### config.mk
export PLATFORM = sky130hd
export DESIGN_NAME = proc_prog_loader
export DESIGN_NICKNAME = d
export VERILOG_FILES = /design/src/rtl/proc_prog_loader.sv
export SDC_FILE = /design/constraint.sdc
export NUM_CORES = 1
export LEC_CHECK = 0
export CAP_MARGIN = 25
export CORE_MARGIN = 3
export CORE_UTILIZATION = 30
export DETAILED_ROUTE_END_ITERATION = 10
export GPL_ROUTABILITY_DRIVEN = 0
export GPL_TIMING_DRIVEN = 0
export HOLD_SLACK_MARGIN = 0.02
export PLACE_DENSITY = 0.49
export SYNTH_ARGS = -nofsm -noshare
export SYNTH_HDL_FRONTEND = slang
export SYNTH_SLANG_ARGS = --single-unit
### constraint.sdc
create_clock -name clk -period 4.1 [get_ports clk]
set_input_delay 1.025 -clock clk [delete_from_list [all_inputs] [get_ports clk]]
set_output_delay 1.025 -clock clk [all_outputs]
set_load 0.005 [all_outputs]
### src/rtl/proc_prog_loader.sv
// Byte-stream program loader: assembles little-endian words, writes them to memory from 0x000
// and holds the processor in reset until the image is in. Optional checksum: PROC_PROG_LOADER_CHECKSUM_EN.
module proc_prog_loader #(
  parameter int unsigned p_max_words = 128
) (
  input  logic        clk,
  input  logic        rst,
  input  logic        in_val,
  output logic        in_rdy,
  input  logic [7:0]  in_data,
  output logic        mem_wen,
  output logic [31:0] mem_addr,
  output logic [31:0] mem_wdata,
  output logic        proc_rst,
  output logic        done,
  output logic        error
);

  localparam int unsigned IDX_W = $clog2(p_max_words + 1);

  typedef enum logic [2:0] {
    ST_CNT_LO = 3'd0,
    ST_CNT_HI = 3'd1,
    ST_DATA   = 3'd2,
`ifdef PROC_PROG_LOADER_CHECKSUM_EN
    ST_CSUM   = 3'd3,
`endif
    ST_DONE   = 3'd4,
    ST_ERR    = 3'd5
  } state_t;

  // State entered once the last data byte (or an empty count) has been taken.
`ifdef PROC_PROG_LOADER_CHECKSUM_EN
  localparam state_t ST_TAIL = ST_CSUM;
`else
  localparam state_t ST_TAIL = ST_DONE;
`endif

  state_t             state_q, state_d;
  logic [15:0]        count_q, count_d;
  logic [23:0]        asm_q, asm_d;
  logic [1:0]         byte_cnt_q, byte_cnt_d;
  logic [IDX_W-1:0]   word_idx_q, word_idx_d;
  logic               in_rdy_q, in_rdy_d;
  logic               mem_wen_q, mem_wen_d;
  logic [31:0]        mem_addr_q, mem_addr_d;
  logic [31:0]        mem_wdata_q, mem_wdata_d;
  logic               proc_rst_q, proc_rst_d;
  logic               done_q, done_d;
  logic               error_q, error_d;
`ifdef PROC_PROG_LOADER_CHECKSUM_EN
  logic [7:0]         csum_q, csum_d;
`endif

  logic        accept;
  logic [15:0] count_full;

  always_comb begin
    state_d     = state_q;
    count_d     = count_q;
    asm_d       = asm_q;
    byte_cnt_d  = byte_cnt_q;
    word_idx_d  = word_idx_q;
    mem_wen_d   = 1'b0;
    mem_addr_d  = mem_addr_q;
    mem_wdata_d = mem_wdata_q;
`ifdef PROC_PROG_LOADER_CHECKSUM_EN
    csum_d      = csum_q;
`endif
    accept     = in_val && in_rdy_q;
    count_full = {in_data, count_q[7:0]};

    case (state_q)
      ST_CNT_LO: begin
        if (accept) begin
          count_d[7:0] = in_data;
          state_d      = ST_CNT_HI;
        end
      end
      ST_CNT_HI: begin
        if (accept) begin
          count_d[15:8] = in_data;
          if (count_full > 16'(p_max_words)) begin
            state_d = ST_ERR;
          end else if (count_full == 16'd0) begin
            state_d = ST_TAIL;
          end else begin
            state_d = ST_DATA;
          end
        end
      end
      ST_DATA: begin
        if (accept) begin
          asm_d      = {in_data, asm_q[23:8]};
          byte_cnt_d = byte_cnt_q + 2'd1;
`ifdef PROC_PROG_LOADER_CHECKSUM_EN
          csum_d     = csum_q + in_data;
`endif
          if (byte_cnt_q == 2'd3) begin
            mem_wen_d   = 1'b1;
            mem_wdata_d = {in_data, asm_q};
            mem_addr_d  = 32'(word_idx_q) << 2;
            word_idx_d  = word_idx_q + IDX_W'(1);
            if (16'(word_idx_q) == count_q - 16'd1) begin
              state_d = ST_TAIL;
            end
          end
        end
      end
`ifdef PROC_PROG_LOADER_CHECKSUM_EN
      ST_CSUM: begin
        if (accept) begin
          state_d = (in_data == csum_q) ? ST_DONE : ST_ERR;
        end
      end
`endif
      default: state_d = state_q;
    endcase

    in_rdy_d   = (state_d == ST_CNT_LO) || (state_d == ST_CNT_HI) || (state_d == ST_DATA)
`ifdef PROC_PROG_LOADER_CHECKSUM_EN
                 || (state_d == ST_CSUM)
`endif
                 ;
    // Completion lags DONE entry by a cycle so release follows the final write.
    done_d     = (state_q == ST_DONE);
    proc_rst_d = (state_q != ST_DONE);
    error_d    = (state_d == ST_ERR);
  end

  always_ff @(posedge clk) begin
    if (rst) begin
      state_q     <= ST_CNT_LO;
      count_q     <= '0;
      asm_q       <= '0;
      byte_cnt_q  <= '0;
      word_idx_q  <= '0;
      in_rdy_q    <= 1'b0;
      mem_wen_q   <= 1'b0;
      mem_addr_q  <= '0;
      mem_wdata_q <= '0;
      proc_rst_q  <= 1'b1;
      done_q      <= 1'b0;
      error_q     <= 1'b0;
`ifdef PROC_PROG_LOADER_CHECKSUM_EN
      csum_q      <= '0;
`endif
    end else begin
      state_q     <= state_d;
      count_q     <= count_d;
      asm_q       <= asm_d;
      byte_cnt_q  <= byte_cnt_d;
      word_idx_q  <= word_idx_d;
      in_rdy_q    <= in_rdy_d;
      mem_wen_q   <= mem_wen_d;
      mem_addr_q  <= mem_addr_d;
      mem_wdata_q <= mem_wdata_d;
      proc_rst_q  <= proc_rst_d;
      done_q      <= done_d;
      error_q     <= error_d;
`ifdef PROC_PROG_LOADER_CHECKSUM_EN
      csum_q      <= csum_d;
`endif
    end
  end

  assign in_rdy    = in_rdy_q;
  assign mem_wen   = mem_wen_q;
  assign mem_addr  = mem_addr_q;
  assign mem_wdata = mem_wdata_q;
  assign proc_rst  = proc_rst_q;
  assign done      = done_q;
  assign error     = error_q;

endmodule

==> impl_metrics.env, run 1 <==
export IMPL_status="completed"
export IMPL_synth_top_cell_by_area="dfxtp_1"
export IMPL_synthDominantCellAreaShare=0.460
export IMPL_p_comb_frac=0.088
export IMPL_rsz0062_at_grt="false"
export IMPL_die_h_um=125
export IMPL_required_ns=4.34
export IMPL_synthToLayoutAreaGrowth_pct=28.1
export IMPL_peakVddDrop_mv=0.177
export IMPL_grt_overflow_total=0
export IMPL_ys_types=51
export IMPL_synthTopCellsByCount="150 x nand2_1, 98 x dfxtp_1, 79 x a21oi_1"
export IMPL_detail_route_drc_violations=0
export IMPL_hold_start="mem_wdata[31]$_SDFFE_PP0P_"
export IMPL_grt_pass1_vias=3586
export IMPL_via_per_inst=4.73
export IMPL_ys_async_sr_fraction=0
export IMPL_drv_slew=0
export IMPL_reg2reg_slack_ns=1.06
export IMPL_fp_dieW_um=125
export IMPL_diodes=0
export IMPL_rows=42
export IMPL_yosys_warnings=0
export IMPL_tightest_slew_ns=0.973
export IMPL_setup_viol=0
export IMPL_cts_buffers=9
export IMPL_synth_seq_area_share=0.460
export IMPL_preCtsSetupSlack_ns=0.0872
export IMPL_antenna_left=0
export IMPL_max_cap_violations=0
export IMPL_switchingPower_mw=0.484
export IMPL_ctsResizeCount=0
export IMPL_cts_tree="built"
export IMPL_switching_share=0.231
export IMPL_reg2reg_depth=8
export IMPL_synthFlopType="dfxtp_1"
export IMPL_numPortBuffers=54
export IMPL_drive_gt1_frac=0.0865
export IMPL_syn_cell_area_um2=4260
export IMPL_arrival_ns=3.43
export IMPL_whs_endpoint="mem_wdata[31]$_SDFFE_PP0P_"
export IMPL_cts_sinks=98
export IMPL_crit_type="in2reg"
export IMPL_critPathCaptureType="flip-flop"
export IMPL_finalWirelength_um=11700
export IMPL_die_area_um2=15700
export IMPL_clk_pin_slew_ns=0.07
export IMPL_grt_max_degree=17
export IMPL_r2r_start="count_q[0]$_SDFFE_PP0P_"
export IMPL_drt_iter0_drc=217
export IMPL_synth_area_per_cell_um2=7.88
export IMPL_p_int_mw=1.61
export IMPL_hold_depth=2
export IMPL_r2r_end="in_rdy$_SDFF_PP0_"
export IMPL_seq_power_share=0.462
export IMPL_cts_htree_levels=3
export IMPL_ys_seq_elements=98
export IMPL_postCtsSetupBuffers=0
export IMPL_hold_viol=0
export IMPL_grt_util_all_layers=0.150
export IMPL_p_clk_frac=0.450
export IMPL_fin_tns_setup_ns=0
export IMPL_timing_fmax_mhz=314
export IMPL_vias=3839
export IMPL_relSlewSlack=0.345
export IMPL_core_um2=13600
export IMPL_yosysMostFrequentCell="nand2_1"
export IMPL_hold_path_class="reg2reg"
export IMPL_fin_nets=645
export IMPL_synth_edf_count=0
export IMPL_pwr_density_cell_nw_per_um2=383
export IMPL_critPathMaxFanout=6
export IMPL_cts_root_buf="clkbuf_16"
export IMPL_layout_setup_ws_ns=0.914
export IMPL_cts_buffer_depth=2
export IMPL_p_leak_nw=1.90
export IMPL_fin_crit_sh=0.777
export IMPL_dr_pass1_iters=4
export IMPL_insertion_delay_ns=0.34
export IMPL_fin_worst_skew_ns=0.00662
export IMPL_period_minus_slack_ns=3.19
export IMPL_antenna_found_initial=0
export IMPL_dp_hpwl_um=8620
export IMPL_wl_per_cell_um=14.4
export IMPL_synth_cells=541
export IMPL_cp_start_kind="input port"
export IMPL_io_pins=80
export IMPL_start_util=0.315
export IMPL_postCtsHoldBufs=0
export IMPL_yosys_top_cells_area="dfxtp_1 46%, nand2_1 13%, a21oi_1 9.3%, buf_4 4.2%, clkbuf_1 2.7%"
export IMPL_grt_pass1_wl_um=18900
==> worst max-delay path, stage by stage <==
cell and delay [ns]:
clkdlybuf4s50_1 0.48, nand2_1 0.16, or4b_2 0.71, a2111oi_4 0.22
o2111ai_1 0.17, or4_1 0.48, and3_1 0.18
==> worst max path at each step <==
| stage | startpoint | cells past startpoint | to |
|---|---|---|---|
| 2_1_floorplan | in_val | 6 | in_rdy$_SDFF_PP0_ |
| 3_3_place_gp | in_val | 8 | mem_addr[8]$_SDFFE_PP0P_ |
| 3_5_place_dp | in_val | 8 | mem_addr[8]$_SDFFE_PP0P_ |
| 4_1_cts | in_val | 8 | mem_addr[8]$_SDFFE_PP0P_ |
| 5_1_grt | in_val | 9 | mem_wdata[1]$_SDFFE_PP0P_ |
| 6_report | in_val | 7 | in_rdy$_SDFF_PP0_ |
==> layout make-up <==
| cell class | instances | area [um^2] |
|---|---|---|
| Sequential cell | 98 | 1960 |
| Tap cell | 176 | 220 |
| Inverter | 8 | 30.0 |
| Multi-Input combinational cell | 397 | 2020 |
| Fill cell | 1431 | 8090 |
| Buffer | 61 | 337 |
| Clock buffer | 11 | 253 |
| Clock inverter | 5 | 85.1 |
| Timing Repair Buffer | 56 | 556 |
==> routing by layer <==
layer | up-vias | global-route usage | part of all wire
met5 | - | 0 | 0
met4 | 0 | 0.0670 | 0.026
met3 | 18 | 0.0243 | 0.050
met2 | 85 | 0.241 | 0.47
met1 | 1794 | 0.199 | 0.45
li1 | 1942 | - | -
==> layout by cell type, fill, tap and decap left out, types with 2 or more instances in the layout <==
master           count
bufinv_16            2
or4_1                4
o211ai_1             2
nand2_1            150
o21ai_0              6
buf_6                2
ha_1                 3
buf_1                2
clkbuf_16            9
mux2i_1              8
nand2b_1             3
nor4_1               6
xor2_1               4
a211oi_1             2
nor2_1              28
nor3b_1              2
buf_2                2
dfxtp_1             98
o2111ai_1            2
nor3_1              14
and3_1               4
or4_4                2
clkbuf_1            31
clkdlybuf4s50_1     54
or3_1                4
a21oi_1             79
nand4_1              3
a31oi_1              4
xnor2_1             10
clkbuf_8             2
buf_4               25
inv_1                8
nand3_1             11
nor2b_1              2
conb_1              24
==> sequential cells by signal (all words and copies together), names as in the netlist <==
signal and count:
error 1, mem_wdata 32, asm_q 24, mem_addr 8, proc_rst 1, word_idx_q 8, in_rdy 1, byte_cnt_q 2
mem_wen 1, state_q 3, done 1, count_q 16
==> stage by stage <==
stage                     power (mW)   util  hold slack [ns]  cells  area, um^2
after floorplan                 1.12      -            0.432    564        4350
after global placement          1.17  0.377            0.447    794        5110
after detailed placement        1.17  0.378            0.448    795        5120
after CTS                       2.12  0.402            0.457    811        5460
after global routing            2.18  0.403            0.474    812        5460
final                           2.09  0.403            0.453    812        5460
==> cells by family after synthesis <==
kind of cell,share of synthesized area
AO/OA/AOI/OAI,0.142
other,0.000879
adder cells (fa/ha/maj),0.00880
buffers and inverters,0.0860
flip-flops,0.460
XOR/XNOR,0.0288
AND/OR/NAND/NOR,0.255
multiplexers,0.0188
==> power by group through the flow <==
stage	registers [mW]	clock network (mW)	logic (mW)
6_report	0.966	0.942	0.184
5_1_grt	0.967	1.01	0.205
4_1_cts	0.966	0.967	0.183
3_5_place_dp	0.988	0	0.182
3_3_place_gp	0.988	0	0.180
2_1_floorplan	0.987	0	0.131
Note: power is estimated with default switching activity, not from simulation.
==> run 2, diff against run 1 <==
PLACE_DENSITY = 0.51   (was 0.49)
clock period = 2.8 ns   (was 4.1 ns; I/O delays follow)
==> run 2 against run 1 <==
  * First-iteration DRC count fell by 33%
  * Non-clock buffer count grew 1
  * Register-to-register slack worse by 0.98 ns
  * Largest power group unchanged
  * Largest cell class unchanged
==> impl_metrics.env, run 2 (synthesis gave the netlist of run 1 again) <==
export IMPL_fin_nets=646
export IMPL_dr_pass1_iters=4
export IMPL_grt_util_all_layers=0.150
export IMPL_diodes=0
export IMPL_insertion_delay_ns=0.35
export IMPL_drv_slew=0
export IMPL_rsz0062_at_grt="false"
export IMPL_fp_dieW_um=125
export IMPL_hold_viol=0
export IMPL_reg2reg_depth=8
export IMPL_arrival_ns=2.96
export IMPL_cts_tree="built"
export IMPL_timing_critical_path_cells="inv_1 > ha_4 > or3b_2 > or4_4 > a2111oi_4 > o2111ai_1 > or4_4 > and3_4"
export IMPL_wl_per_cell_um=14.4
export IMPL_finalWirelength_um=11700
export IMPL_r2r_end="in_rdy$_SDFF_PP0_"
export IMPL_period_minus_slack_ns=2.72
export IMPL_tightest_slew_ns=0.581
export IMPL_core_um2=13600
export IMPL_antenna_found_initial=0
export IMPL_die_h_um=125
export IMPL_path_delay_family="simple AND/OR/NAND/NOR gates"
export IMPL_start_util=0.315
export IMPL_slowest_stage="or3b_2"
export IMPL_crit_buf_inv=1
export IMPL_required_ns=3.04
export IMPL_cts_buffers=9
export IMPL_cts_sinks=98
export IMPL_hold_path_class="reg2reg"
export IMPL_grt_pass1_wl_um=18800
export IMPL_detail_route_drc_violations=0
export IMPL_max_cap_violations=0
export IMPL_r2r_start="count_q[0]$_SDFFE_PP0P_"
export IMPL_critPathCaptureType="flip-flop"
export IMPL_die_area_um2=15700
export IMPL_grt_overflow_total=0
export IMPL_slowest_delay_ns=0.49
export IMPL_synthToLayoutAreaGrowth_pct=28.9
export IMPL_peakVddDrop_mv=0.289
export IMPL_grt_max_degree=16
export IMPL_fin_crit_sh=0.973
export IMPL_cts_buffer_depth=2
export IMPL_pwr_density_cell_nw_per_um2=547
export IMPL_numPortBuffers=54
export IMPL_whs_endpoint="mem_wdata[8]$_SDFFE_PP0P_"
export IMPL_antenna_left=0
export IMPL_critPathMaxFanout=6
export IMPL_hold_depth=2
export IMPL_crit_type="reg2reg"
export IMPL_reg2reg_slack_ns=0.08
export IMPL_p_total_mw=3.01
export IMPL_io_pins=80
export IMPL_clk_pin_slew_ns=0.06
export IMPL_layout_commonest_cell="nand2_1"
export IMPL_p_leak_nw=1.90
export IMPL_setup_viol=0
export IMPL_cp_start_kind="flip-flop"
export IMPL_cts_root_buf="clkbuf_16"
export IMPL_hold_start="mem_wdata[8]$_SDFFE_PP0P_"
export IMPL_rows=42
export IMPL_fin_worst_skew_ns=0.00595
export IMPL_grt_pass1_vias=3650
export IMPL_crit_path_frequent_cell="or4_4"
export IMPL_layout_common_cells="149 x nand2_1, 94 x dfxtp_1, 79 x a21oi_1"
export IMPL_cts_htree_levels=3
export IMPL_timing_fmax_mhz=367
export IMPL_vias=3812
export IMPL_dp_hpwl_um=8600
export IMPL_finalNonFillerCells=812
export IMPL_placed_cells=795
export IMPL_drive_gt1_frac=0.108
export IMPL_via_per_inst=4.69
export IMPL_relSlewSlack=0.609
export IMPL_drt_iter0_drc=146
export IMPL_largest_register_ffs=32
export IMPL_status="completed"
==> run 2: cell types whose count changed in the layout (fill, tap and decap cells not counted), sizes merged <==
| cell | before | now |
|---|---|---|
| inv | 9 | 8 |
| clkinvlp | 1 | 2 |
| clkbuf | 43 | 39 |
| buf | 31 | 35 |
==> run 2: worst max-delay path by stage <==
stage,startpoint,to,slack [ns],depth (start not counted)
floorplan,count_q[2]$_SDFFE_PP0P_,in_rdy$_SDFF_PP0_,0.07,8
global placement,in_val,mem_wdata[8]$_SDFFE_PP0P_,-0.81,8
detailed placement,in_val,mem_wdata[1]$_SDFFE_PP0P_,-0.80,8
CTS,count_q[0]$_SDFFE_PP0P_,in_rdy$_SDFF_PP0_,0.002,8
global route,count_q[0]$_SDFFE_PP0P_,in_rdy$_SDFF_PP0_,0.0005,8
finish,count_q[0]$_SDFFE_PP0P_,in_rdy$_SDFF_PP0_,0.08,8
==> run 2: through the flow <==
stage	instance area, um^2	util	hold WS, ns	worst slack [ns]	TNS [ns]
after CTS	5450	0.402	0.456	0.00219	0
after floorplan	4350	-	0.432	0.0685	0
after global placement	5110	0.377	0.447	-0.813	-39.05
after global routing	5500	0.406	0.475	0.000466	0
after detailed placement	5120	0.378	0.447	-0.802	-39.13
final	5500	0.406	0.453	0.0768	0
==> run 2: layer usage <==
metal	wire, um	GRT usage	vias up
li1	-	-	1952
met1	5490	0.194	1763
met2	5540	0.247	80
met4	231	0.0612	0
met5	0	0	-
met3	418	0.0264	17
==> run 2: cell type report <==
class / count / area [um^2]
Timing Repair Buffer: 61 / 593
Inverter: 8 / 30.0
Tap cell: 176 / 220
Sequential cell: 98 / 1970
Fill cell: 1421 / 8060
Clock buffer: 10 / 229
Buffer: 57 / 307
Clock inverter: 5 / 80.1
Multi-Input combinational cell: 397 / 2070
==> run 2: repair_timing <==
item / CTS / global route
resized for setup: 7 / 9
setup buffers: 0 / 6
endpoints found under the setup margin: 51 / 42
hold buffers: 0 / 0
pin swaps: 2 / 5
==> run 2: report_power, final <==
| group | internal [mW] | switching, mW | leakage, nW | total [mW] |
|---|---|---|---|---|
| Clock | 0.776 | 0.527 | 0.145 | 1.30 |
| Sequential | 1.41 | 0.0130 | 0.793 | 1.42 |
| Combinational | 0.126 | 0.160 | 0.959 | 0.286 |
| Total | 2.31 | 0.700 | 1.90 | 3.01 |
==> run 2: worst reg2reg max path, delay by kind of cell, from the launching register on <==
family	cells	cell delay, ns
AND/OR/NAND/NOR	4	1.56
AO/OA/AOI/OAI	2	0.45
buffers and inverters	1	0.09
flip-flops	1	0.35
adder cells (fa/ha/maj)	1	0.16
==> run 3, diff against run 2 <==
CORE_UTILIZATION = 47   (was 30)
PLACE_DENSITY = 0.74   (was 0.51)
==> run 3 against run 2 <==
  * The flow now finishes with violations (setup timing)
  * Critical endpoint unchanged
  * Cell count is 8.4% lower
  * Combinational power shrank 2%
  * Register-to-register slack lost 0.08 ns
  * Sequential power about the same
  * Highest routed layer unchanged
  * Global-route usage grew 6.5 points
  * Largest power group unchanged
  * Clock skew rose by 0.0032 ns
  * Critical path depth is the same
==> impl_metrics.env, run 3 (synthesis gave the netlist of run 1 again) <==
export IMPL_period_minus_slack_ns=2.81
export IMPL_switchingPower_mw=0.688
export IMPL_antenna_left=0
export IMPL_p_leak_nw=1.85
export IMPL_layout_commonest_cell="nand2_1"
export IMPL_wl_per_cell_um=14.3
export IMPL_violations="setup timing"
export IMPL_cts_buffers=9
export IMPL_layout_setup_ws_ns=-0.00603
export IMPL_start_util=0.487
export IMPL_vias=3885
export IMPL_grt_util_all_layers=0.214
export IMPL_p_total_mw=2.60
export IMPL_critPathMaxFanout=6
export IMPL_crit_path_frequent_cell="or4_4"
export IMPL_drt_iter0_drc=210
export IMPL_fin_worst_skew_ns=0.00910
export IMPL_die_h_um=101
export IMPL_dp_hpwl_um=7800
export IMPL_dr_pass1_iters=5
export IMPL_preCtsSetupSlack_ns=-0.743
export IMPL_detail_route_drc_violations=0
export IMPL_rsz0062_at_grt="true"
export IMPL_hold_viol=0
export IMPL_grt_pass1_vias=3618
export IMPL_max_cap_violations=0
export IMPL_io_pins=80
export IMPL_synthToLayoutAreaGrowth_pct=24.2
export IMPL_peakVddDrop_mv=0.305
export IMPL_p_clk_frac=0.347
export IMPL_antenna_found_initial=0
export IMPL_tightest_slew_ns=0.592
export IMPL_numPortBuffers=54
export IMPL_fin_tns_setup_ns=-0.00603
export IMPL_post_dp_cell_area_um2=5030
export IMPL_cts_buffer_depth=2
export IMPL_placed_cells=727
export IMPL_rows=34
export IMPL_core_um2=8760
export IMPL_critPathCaptureType="flip-flop"
export IMPL_insertion_delay_ns=0.36
export IMPL_die_area_um2=10300
export IMPL_largest_register_ffs=32
export IMPL_seq_power_share=0.545
export IMPL_drive_gt1_frac=0.112
export IMPL_layout_common_cells="149 x nand2_1, 95 x dfxtp_1, 79 x a21oi_1"
export IMPL_slowest_stage="or4_4"
export IMPL_grt_pass1_wl_um=17500
export IMPL_cp_start_kind="flip-flop"
export IMPL_relSlewSlack=0.602
export IMPL_pwr_density_cell_nw_per_um2=490
export IMPL_clk_pin_slew_ns=0.10
export IMPL_postCtsHoldBufs=0
export IMPL_crit_buf_inv=1
export IMPL_hold_path_class="reg2reg"
export IMPL_fin_crit_sh=1.00
export IMPL_switching_share=0.265
export IMPL_setup_viol=1
export IMPL_drv_slew=0
export IMPL_path_delay_family="simple AND/OR/NAND/NOR gates"
export IMPL_timing_critical_path_cells="inv_1 > ha_4 > or3b_4 > or4_4 > a2111oi_4 > o2111ai_2 > or4_4 > and3_1"
export IMPL_crit_type="reg2reg"
export IMPL_finalNonFillerCells=744
export IMPL_diodes=0
export IMPL_cts_tree="built"
export IMPL_grt_overflow_total=0
export IMPL_p_int_mw=1.91
export IMPL_status="finished, violations left"
export IMPL_fp_dieW_um=101
export IMPL_required_ns=3.06
export IMPL_finalWirelength_um=10700
export IMPL_cts_root_buf="clkbuf_8"
export IMPL_final_area_um2=5300
export IMPL_final_util=0.604
export IMPL_holdWs_ns=0.459
export IMPL_via_per_inst=5.22
export IMPL_timing_fmax_mhz=356
export IMPL_fin_nets=645
export IMPL_arrival_ns=3.07
export IMPL_slowest_delay_ns=0.52
export IMPL_cts_htree_levels=3
export IMPL_cts_sinks=98
export IMPL_grt_max_degree=18
export IMPL_p_comb_frac=0.108
[run 3: cell count changes in the layout (fill, tap and decap cells not counted), sizes merged]
cell / before / now
inv: 8 / 11
clkbuf: 39 / 43
bufinv: 2 / 0
clkinvlp: 2 / 1
buf: 35 / 31
[run 3: worst paths after layout]
path	start	to	slack, ns	depth (start not counted)
max	count_q[0]$_SDFFE_PP0P_	in_rdy$_SDFF_PP0_	-0.006	8
min	mem_wdata[11]$_SDFFE_PP0P_	mem_wdata[11]$_SDFFE_PP0P_	0.46	2
max reg2reg	count_q[0]$_SDFFE_PP0P_	in_rdy$_SDFF_PP0_	-0.006	8
min reg2reg	mem_wdata[11]$_SDFFE_PP0P_	mem_wdata[11]$_SDFFE_PP0P_	0.46	2
[run 3: per-layer routing]
layer / vias up / routed length [um] / track usage
li1: 1942 / - / -
met1: 1811 / 4690 / 0.278
met2: 116 / 5170 / 0.358
met3: 16 / 670 / 0.0413
met4: 0 / 137 / 0.0726
met5: - / 0 / 0
[run 3: what timing repair did]
item / 4_1_cts / 5_1_grt
gates resized for setup: 9 / 12
hold endpoints to repair: 0 / 0
pin swaps: 2 / 5
buffers inserted: 0 / 3
endpoints found under the setup margin: 48 / 19
[run 3: power groups by stage]
stage	Clock, mW	Sequential [mW]	Combinational, mW
floorplan	0	1.44	0.192
global route	0.967	1.42	0.307
detailed placement	0	1.45	0.263
finish	0.900	1.42	0.281
CTS	0.908	1.42	0.264
global placement	0	1.45	0.255
[run 3: area by class of cell]
cell class              count  area [um^2]
multi-input cells         397         2070
clock inverters             5         42.5
plain buffers              59          327
inverters                   8         30.0
repair buffers             58          571
well taps                 108          135
clock buffers              11          151
fillers                   806         3470
flip-flops and latches     98         1970
[run 3: tightest hold or removal path: stages (launching register included)]
cell and delay [ns]:
dfxtp_1 0.32, nand2_1 0.05, a21oi_1 0.05
